$ cat src/rtl/top_pkg.sv
// Constants and FSM state type shared by the Top byte-serial output path and its bench.
package top_pkg;

  localparam int unsigned CIPHER_BYTES = 16;
  localparam int unsigned MAC_BYTES    = 32;

  typedef enum logic [2:0] {
    StIdle,
    StSendC,
    StGap,
    StSendM,
    StDone
  } state_e;

endpackage

$ cat src/rtl/out_byte_serializer.sv
// Sends the 128-bit cipher block and then the 256-bit MAC tag out one byte per clock,
// little-endian, as two separate o_valid bursts with a guaranteed low gap in between.
module out_byte_serializer
  import top_pkg::*;
#(
  parameter int unsigned GAP_CYCLES = 2
) (
  input  logic         clk,
  input  logic         rst_n,
  input  logic [127:0] i_cipher,
  input  logic         i_cipher_valid,
  output logic         o_cipher_ready,
  input  logic [255:0] i_mac,
  input  logic         i_mac_valid,
  output logic         o_mac_ready,
  output logic [7:0]   o_data,
  output logic         o_valid,
  output logic         o_done
);

  localparam int unsigned GapW = (GAP_CYCLES > 1) ? $clog2(GAP_CYCLES) : 1;
  localparam logic [5:0] CLast = 6'(CIPHER_BYTES - 1);
  localparam logic [5:0] MLast = 6'(MAC_BYTES - 1);
  localparam logic [GapW-1:0] GapLast = GapW'(GAP_CYCLES - 1);

  state_e          state_q, state_d;
  logic [127:0]    c_buf_q;
  logic [255:0]    m_buf_q;
  logic            c_pend_q, c_pend_d;
  logic            m_pend_q, m_pend_d;
  logic [5:0]      cnt_q, cnt_d;
  logic [GapW-1:0] gap_q, gap_d;
  logic            c_acc, m_acc;
  logic [127:0]    c_sh;
  logic [255:0]    m_sh;

  assign o_cipher_ready = !c_pend_q && (state_q != StSendC);
  assign o_mac_ready    = !m_pend_q && (state_q != StSendM);
  assign c_acc          = i_cipher_valid && o_cipher_ready;
  assign m_acc          = i_mac_valid && o_mac_ready;

  // Holding registers only load on acceptance; their reset value is never observed.
  always_ff @(posedge clk) begin
    if (c_acc) c_buf_q <= i_cipher;
    if (m_acc) m_buf_q <= i_mac;
  end

  always_ff @(posedge clk or negedge rst_n) begin
    if (!rst_n) begin
      state_q  <= StIdle;
      c_pend_q <= 1'b0;
      m_pend_q <= 1'b0;
      cnt_q    <= '0;
      gap_q    <= '0;
    end else begin
      state_q  <= state_d;
      c_pend_q <= c_pend_d;
      m_pend_q <= m_pend_d;
      cnt_q    <= cnt_d;
      gap_q    <= gap_d;
    end
  end

  always_comb begin
    state_d  = state_q;
    cnt_d    = cnt_q;
    gap_d    = gap_q;
    c_pend_d = c_pend_q | c_acc;
    m_pend_d = m_pend_q | m_acc;
    case (state_q)
      StIdle: begin
        // A pending MAC alone never starts output: the cipher always goes first.
        if (c_pend_q) begin
          state_d = StSendC;
          cnt_d   = '0;
        end
      end
      StSendC: begin
        if (cnt_q == CLast) begin
          c_pend_d = 1'b0;
          state_d  = StGap;
          gap_d    = '0;
        end else begin
          cnt_d = cnt_q + 6'd1;
        end
      end
      StGap: begin
        // The counter saturates, so a late MAC starts on the very next edge.
        if (gap_q != GapLast) begin
          gap_d = gap_q + 1'b1;
        end else if (m_pend_q) begin
          state_d = StSendM;
          cnt_d   = '0;
        end
      end
      StSendM: begin
        if (cnt_q == MLast) begin
          m_pend_d = 1'b0;
          state_d  = StDone;
        end else begin
          cnt_d = cnt_q + 6'd1;
        end
      end
      StDone:  state_d = StIdle;
      default: state_d = StIdle;
    endcase
  end

  assign c_sh = c_buf_q >> {cnt_q, 3'b000};
  assign m_sh = m_buf_q >> {cnt_q, 3'b000};

  // All outputs decode registered state only, so they move on clock edges (or reset).
  always_comb begin
    o_data  = 8'h00;
    o_valid = 1'b0;
    o_done  = 1'b0;
    case (state_q)
      StSendC: begin
        o_valid = 1'b1;
        o_data  = c_sh[7:0];
      end
      StSendM: begin
        o_valid = 1'b1;
        o_data  = m_sh[7:0];
      end
      StDone:  o_done = 1'b1;
      default: ;
    endcase
  end

endmodule

$ cat config.mk
export PLATFORM = sky130hd
export DESIGN_NAME = out_byte_serializer
export DESIGN_NICKNAME = d
export VERILOG_FILES = /design/src/rtl/top_pkg.sv /design/src/rtl/out_byte_serializer.sv
export SDC_FILE = /design/constraint.sdc
export NUM_CORES = 1
export LEC_CHECK = 0
export ABC_AREA = 1
export ABC_CLOCK_PERIOD_IN_PS = 12700
export CORE_MARGIN = 2
export CORE_UTILIZATION = 45
export CTS_BUF_LIST = sky130_fd_sc_hd__clkbuf_16
export DETAILED_ROUTE_END_ITERATION = 10
export HOLD_SLACK_MARGIN = 0.15
export PLACE_DENSITY = 0.77
export SYNTH_ARGS = -nofsm -noshare
export SYNTH_HDL_FRONTEND = slang
export SYNTH_SLANG_ARGS = --single-unit
$ cat constraint.sdc
create_clock -name clk -period 12.7 [get_ports clk]
set_input_delay 1.27 -clock clk [delete_from_list [all_inputs] [get_ports clk]]
set_output_delay 1.27 -clock clk [all_outputs]
set_load 0.005 [all_outputs]
Word level (Yosys, flattened, before mapping). Index checks and enable logic that the tools add are counted.

Logic and storage cells: 63. Output and inout bits: 12. Flip-flop bits (word level): 396.

$add $sub $neg: 2. Equal/unequal tests: 15. Shift operators: 2. Multiplexer cells: 22. Bitwise logic cells: 2. Reduce and logical (&&, ||, !) cells: 13.

Operators with widths (count): 256-bit by 9-bit right shift with 8-bit output (1); 128-bit by 9-bit right shift with 8-bit output (1); 6-bit 2-to-1 mux (5); 6-bit case mux with 4 select lines (1); 8-bit case mux with 2 select lines (1); 3-bit 2-to-1 mux (5); 2-bit != test (second input constant) (7); 3-bit case mux with 4 select lines (1); 1-bit 2-to-1 mux (8); 6-bit by 1-bit adder with 6-bit output (second input constant) (1); 3-bit by 2-bit equality test with 1-bit output (second input constant) (2); 6-bit by 4-bit equality test with 1-bit output (second input constant) (1); 6-bit by 5-bit equality test with 1-bit output (second input constant) (1); 6-bit AND reduction (1); 5-bit AND reduction (1); 1-bit logical AND (4); 4-bit nonzero test (1); 3-bit by 1-bit equality test with 1-bit output (second input constant) (1); 3-bit equality test (second input constant) (1); 3-bit logical NOT (1); 3-bit by 1-bit != test with 1-bit output (second input constant) (1); 3-bit by 2-bit != test with 1-bit output (second input constant) (1); 1-bit logical NOT (2); 1-bit OR (2); 5 further kinds (5).

Depth between registers and ports, before layout.
Depth in word-level cells: 6. Gate-level depth with buffers: 13. Gate-level depth less buffers: 12.

Worst setup path after synthesis. OpenSTA, ideal clock, no wires.

Path type: input to register. From: input i_mac_valid. To: register m_buf_q[0] (enable). Arrival time: 11.997 ns. Data required time: 11.819 ns. Stages: 2. Library setup time: 0.881 ns. Path buffers: 0. Slack: -0.178 ns. Path through: nand2_1 > nor2_1.

Cells in the longest elaborated chain, start to end: 1.

RTL lines: from (decl) (RTL line out_byte_serializer.sv:14) `input logic i_mac_valid,`; 1-bit logical AND (RTL line out_byte_serializer.sv:40) `assign m_acc = i_mac_valid && o_mac_ready;`; net m_acc (RTL line out_byte_serializer.sv:33) `logic c_acc, m_acc;`; to (signal assigned) (RTL line out_byte_serializer.sv:45) `if (m_acc) m_buf_q <= i_mac;`; to (decl) (RTL line out_byte_serializer.sv:28) `logic [255:0] m_buf_q;`.

The timed path passes the listed nets, and every way through them passes these cells. A chain may end at the register's enable or synchronous reset.

Worst setup path in the final report.
From: register state_q[0]. To: output o_data[3].

Cells in the longest elaborated chain, start to end: 2. Elaborated cells on any way between the ends: 3.

RTL lines: from (decl) (RTL line out_byte_serializer.sv:26) `state_e state_q, state_d;`; from (signal assigned) (RTL line out_byte_serializer.sv:50) `state_q <= StIdle;`; from (signal assigned) (RTL line out_byte_serializer.sv:56) `state_q <= state_d;`; 3-bit by 2-bit equality test with 1-bit output / 3-bit by 1-bit equality test with 1-bit output (equally long branches) (RTL line out_byte_serializer.sv:117) `case (state_q)`; 8-bit case mux with 2 select lines (*) (RTL line out_byte_serializer.sv:117); to (decl) (RTL line out_byte_serializer.sv:16) `output logic [7:0] o_data,`.

Every way passes the cells marked *; elsewhere a longest branch is shown, timed or not.

==> metrics.log <==
INFO  metric critical_path_peak_fanout = 71
INFO  metric ctsHoldBuffers = 0
INFO  metric grt_pass1_wl = 72800 um
INFO  metric worst-endpoint-required = 11.43 ns
INFO  metric critPathArrivalTime = 4.99 ns
INFO  metric initial_core_util = 45.5%
INFO  metric yosysTopAreaCellShare = 71.4%
INFO  metric setup_violations = 0
INFO  metric timing.slew.headroom = 28.5%
INFO  metric synthMostInstantiatedCell = sky130_fd_sc_hd__edfxtp_1
INFO  metric hold_violation_total_from_the_final_report = 0
INFO  metric multi_input_comb_area = 3790 um2
INFO  metric drt_pre_antenna_iters = 5
INFO  metric transition_time_at_the_pin_with_the_least_slew_margin = 1.07 ns
INFO  metric setup_ws = 6.44 ns
INFO  metric run_status = complete, no violations
INFO  metric gate_count_post_synth = 1336
INFO  metric die_width = 194 um
INFO  metric ir_worst_vdd = 0.000172 V
INFO  metric drcViolationCount = 0
INFO  metric power_per_cell_area = 214 nW/um2
INFO  metric globalplace.congestion = 0.906
INFO  metric drt.antenna.violating_nets = 0
INFO  metric post_layout_nonfiller_instances = 2194
INFO  metric synth_seq_area_share = 73.2%
INFO  metric fmax = 160 MHz
INFO  metric period_needed = 6.26 ns
INFO  metric cts_tree = yes
INFO  metric finalSetupTns = 0 ns
INFO  metric unrepaired_setup_endpoints_after_global_routing = false
INFO  metric per_instance_average_area_after_synthesis = 12.1 um2
INFO  metric cts-buffers-inserted = 42
INFO  metric minimum_hold_slack = 0.501 ns
INFO  metric topRoutingLayerUsed = met5
INFO  metric vias_per_cell = 5.55
INFO  metric layout_worst_path_cycle_share = 49.3%
INFO  metric global_route.overflow_total = 0
INFO  metric num-nets-final = 2088
INFO  metric wirelength_met1 = 19200 um
INFO  metric insertion_delay = 0.57 ns
INFO  metric origin_of_the_worst_min_delay_path = c_pend_q
INFO  metric crit-reg2reg-launch = state_q[0]
INFO  metric vias_in_the_first_global_route = 12500
INFO  metric synth_top_cells_by_count = sky130_fd_sc_hd__edfxtp_1, sky130_fd_sc_hd__nand2_1, sky130_fd_sc_hd__nand3_1
INFO  metric skew = 0.0218 ns
INFO  metric crit-reg2reg-capture = m_buf_q[82]
INFO  metric post-synth-top-area-cell = sky130_fd_sc_hd__edfxtp_1
INFO  metric wl_met2 = 22700 um
INFO  metric ctsLongestPathBuffers = 3
INFO  metric post_synth_num_cell_types = 30
INFO  metric r2r_setup_slack = 8.18 ns
INFO  metric area_growth = 35.3%
INFO  metric worstHoldPathCells = 2
INFO  metric cts_root_buf = sky130_fd_sc_hd__clkbuf_16
INFO  metric crit_path_start_kind = register
INFO  metric ctsHtreeMaxLevel = 2
INFO  metric hold_path_end = c_pend_q
INFO  metric post_route_cells_drive_above_1_share = 5.03%
INFO  metric post_cts_resized = 0
INFO  metric criticalPathCategory = register to output pin
INFO  metric total_power = 4670 uW
INFO  metric drt_iter0_drc = 1027
INFO  metric ys.warnings.count = 0
INFO  metric dpl.cell_count = 2116
INFO  metric cts.reportedPaths.clkPinSlew = 0.06 ns
INFO  metric dp_worst_setup_slack = 7.06 ns
INFO  metric core_area = 35500 um2
INFO  metric yosys_most_used_dff = sky130_fd_sc_hd__edfxtp_1
INFO  metric power.static_leakage = 0.00780 uW
INFO  metric total_die_area = 37400 um2
INFO  metric initial_antenna_violation_count = 5
INFO  metric totalWireLength = 48400 um
INFO  metric cp-end-kind = output pin
INFO  metric cts.sinks = 396
INFO  metric synth-edff-count = 384
INFO  metric pin_count_of_the_biggest_net_entering_global_routing = 87
INFO  metric fillCellCount = 2699
INFO  metric synth_seq_cells = 396
INFO  metric post_cts.repair.setup_buffers = 0
INFO  metric hp-class = register to register
INFO  metric io-pin-count = 400
INFO  metric rows = 69
INFO  metric slew_violations = 0
INFO  metric drv.max_cap_violation_count = 0
INFO  metric die_height = 194 um
INFO  metric placement.io_buffers = 399
INFO  metric total_area_of_sequential_cells = 11800 um2
INFO  metric yosys-top-cells-area = sky130_fd_sc_hd__edfxtp_1, sky130_fd_sc_hd__nand3_1, sky130_fd_sc_hd__nand2_1
INFO  metric routed-wl-met3 = 4740 um
INFO  metric syn_nets = 1725
INFO  metric num_vias = 12200
INFO  metric dp_hpwl = 32000 um
INFO  metric worst-r2r-cell-count = 6
INFO  metric grtUsageTotal = 25.6%
INFO  metric netlist_area = 16200 um2
INFO  metric synth-async-reset-ratio = 3.03%
INFO  metric drt-wirelength-per-cell = 22.0 um
cell usage in the layout, fill, tap and decap left out, types with 7 or more instances in the layout:
cell / synthesis / routed
sky130_fd_sc_hd__clkdlybuf4s50_1: 0 / 399
sky130_fd_sc_hd__edfxtp_1: 384 / 384
sky130_fd_sc_hd__nand2_1: 288 / 288
sky130_fd_sc_hd__nand3_1: 232 / 232
sky130_fd_sc_hd__nor2_1: 88 / 87
sky130_fd_sc_hd__o21ai_0: 70 / 70
sky130_fd_sc_hd__nand4_1: 67 / 67
sky130_fd_sc_hd__clkbuf_16: 0 / 43
sky130_fd_sc_hd__inv_1: 32 / 41
sky130_fd_sc_hd__o22ai_1: 17 / 17
sky130_fd_sc_hd__a21oi_1: 15 / 15
sky130_fd_sc_hd__buf_4: 5 / 13
sky130_fd_sc_hd__clkinv_1: 3 / 9
sky130_fd_sc_hd__o221ai_1: 8 / 8
sky130_fd_sc_hd__o211ai_1: 8 / 8
sky130_fd_sc_hd__dfrtp_1: 12 / 8
sky130_fd_sc_hd__bufinv_16: 0 / 7
where the power goes:
part / total (uW) / internal (uW) / switching (uW)
registers: 1800 / 1690 / 107
clock network: 1250 / 754 / 500
logic: 1620 / 516 / 1100
area by class of cell:
class                           instances  share of cell area, %
Inverter                               38                  0.687
Tap cell                              461                   2.64
Clock buffer                           43                   4.92
Multi-Input combinational cell        809                   17.3
Sequential cell                       396                   54.2
Clock inverter                         31                   1.48
Timing Repair Buffer                  412                   18.7
Antenna cell                            4                 0.0458
worst max-delay path by stage:
| stage | startpoint | end | cells after the start |
|---|---|---|---|
| after global routing | state_q[0] | o_data[2] | 12 |
| after floorplan | i_mac_valid | m_buf_q[0] | 2 |
| final | state_q[0] | o_data[3] | 12 |
| after detailed placement | state_q[0] | o_data[3] | 12 |
| after global placement | state_q[0] | o_data[2] | 12 |
| after CTS | state_q[0] | o_data[3] | 12 |
metrics by stage:
| stage | instance area (um2) | utilization, % |
|---|---|---|
| after floorplan | 16200 | - |
| after global placement | 20400 | 57.6 |
| after detailed placement | 20400 | 57.6 |
| after CTS | 21800 | 61.6 |
| after global routing | 21900 | 61.6 |
| final | 21900 | 61.6 |
logic make-up after synthesis:
logic type      after synthesis  share of synthesized area (%)
simple gates                683                           18.9
fa+ha+maj                     1                         0.0774
compound gates              123                           4.30
buf+inv                     131                           3.41
flops                       396                           73.2
xor+xnor                      2                          0.108
per-layer routing:
metal,up-vias,global-route usage (%)
met1,5774,34.4
met2,709,40.7
li1,5594,-
met3,102,5.67
met5,-,0
met4,2,10.4
flip-flops by register name, summed over array words and instances (netlist names):
name	cells
gap_q	1
state_q	3
m_buf_q	256
c_pend_q	1
cnt_q	6
m_pend_q	1
c_buf_q	128
worst max-delay path, cell delays in order (launching register included):
cell and delay, ns:
sky130_fd_sc_hd__dfrtp_2 0.34, sky130_fd_sc_hd__buf_4 0.63, sky130_fd_sc_hd__nand3_4 0.73, sky130_fd_sc_hd__inv_2 1.01
sky130_fd_sc_hd__nand2_1 0.15, sky130_fd_sc_hd__nand3_1 0.11, sky130_fd_sc_hd__nand3_1 0.08, sky130_fd_sc_hd__nand3_1 0.14
sky130_fd_sc_hd__nand3_1 0.19, sky130_fd_sc_hd__nand2_1 0.11, sky130_fd_sc_hd__nand2_1 0.09, sky130_fd_sc_hd__a21oi_1 0.18
sky130_fd_sc_hd__clkdlybuf4s50_1 0.58
Power figures use the tool's default switching activity.
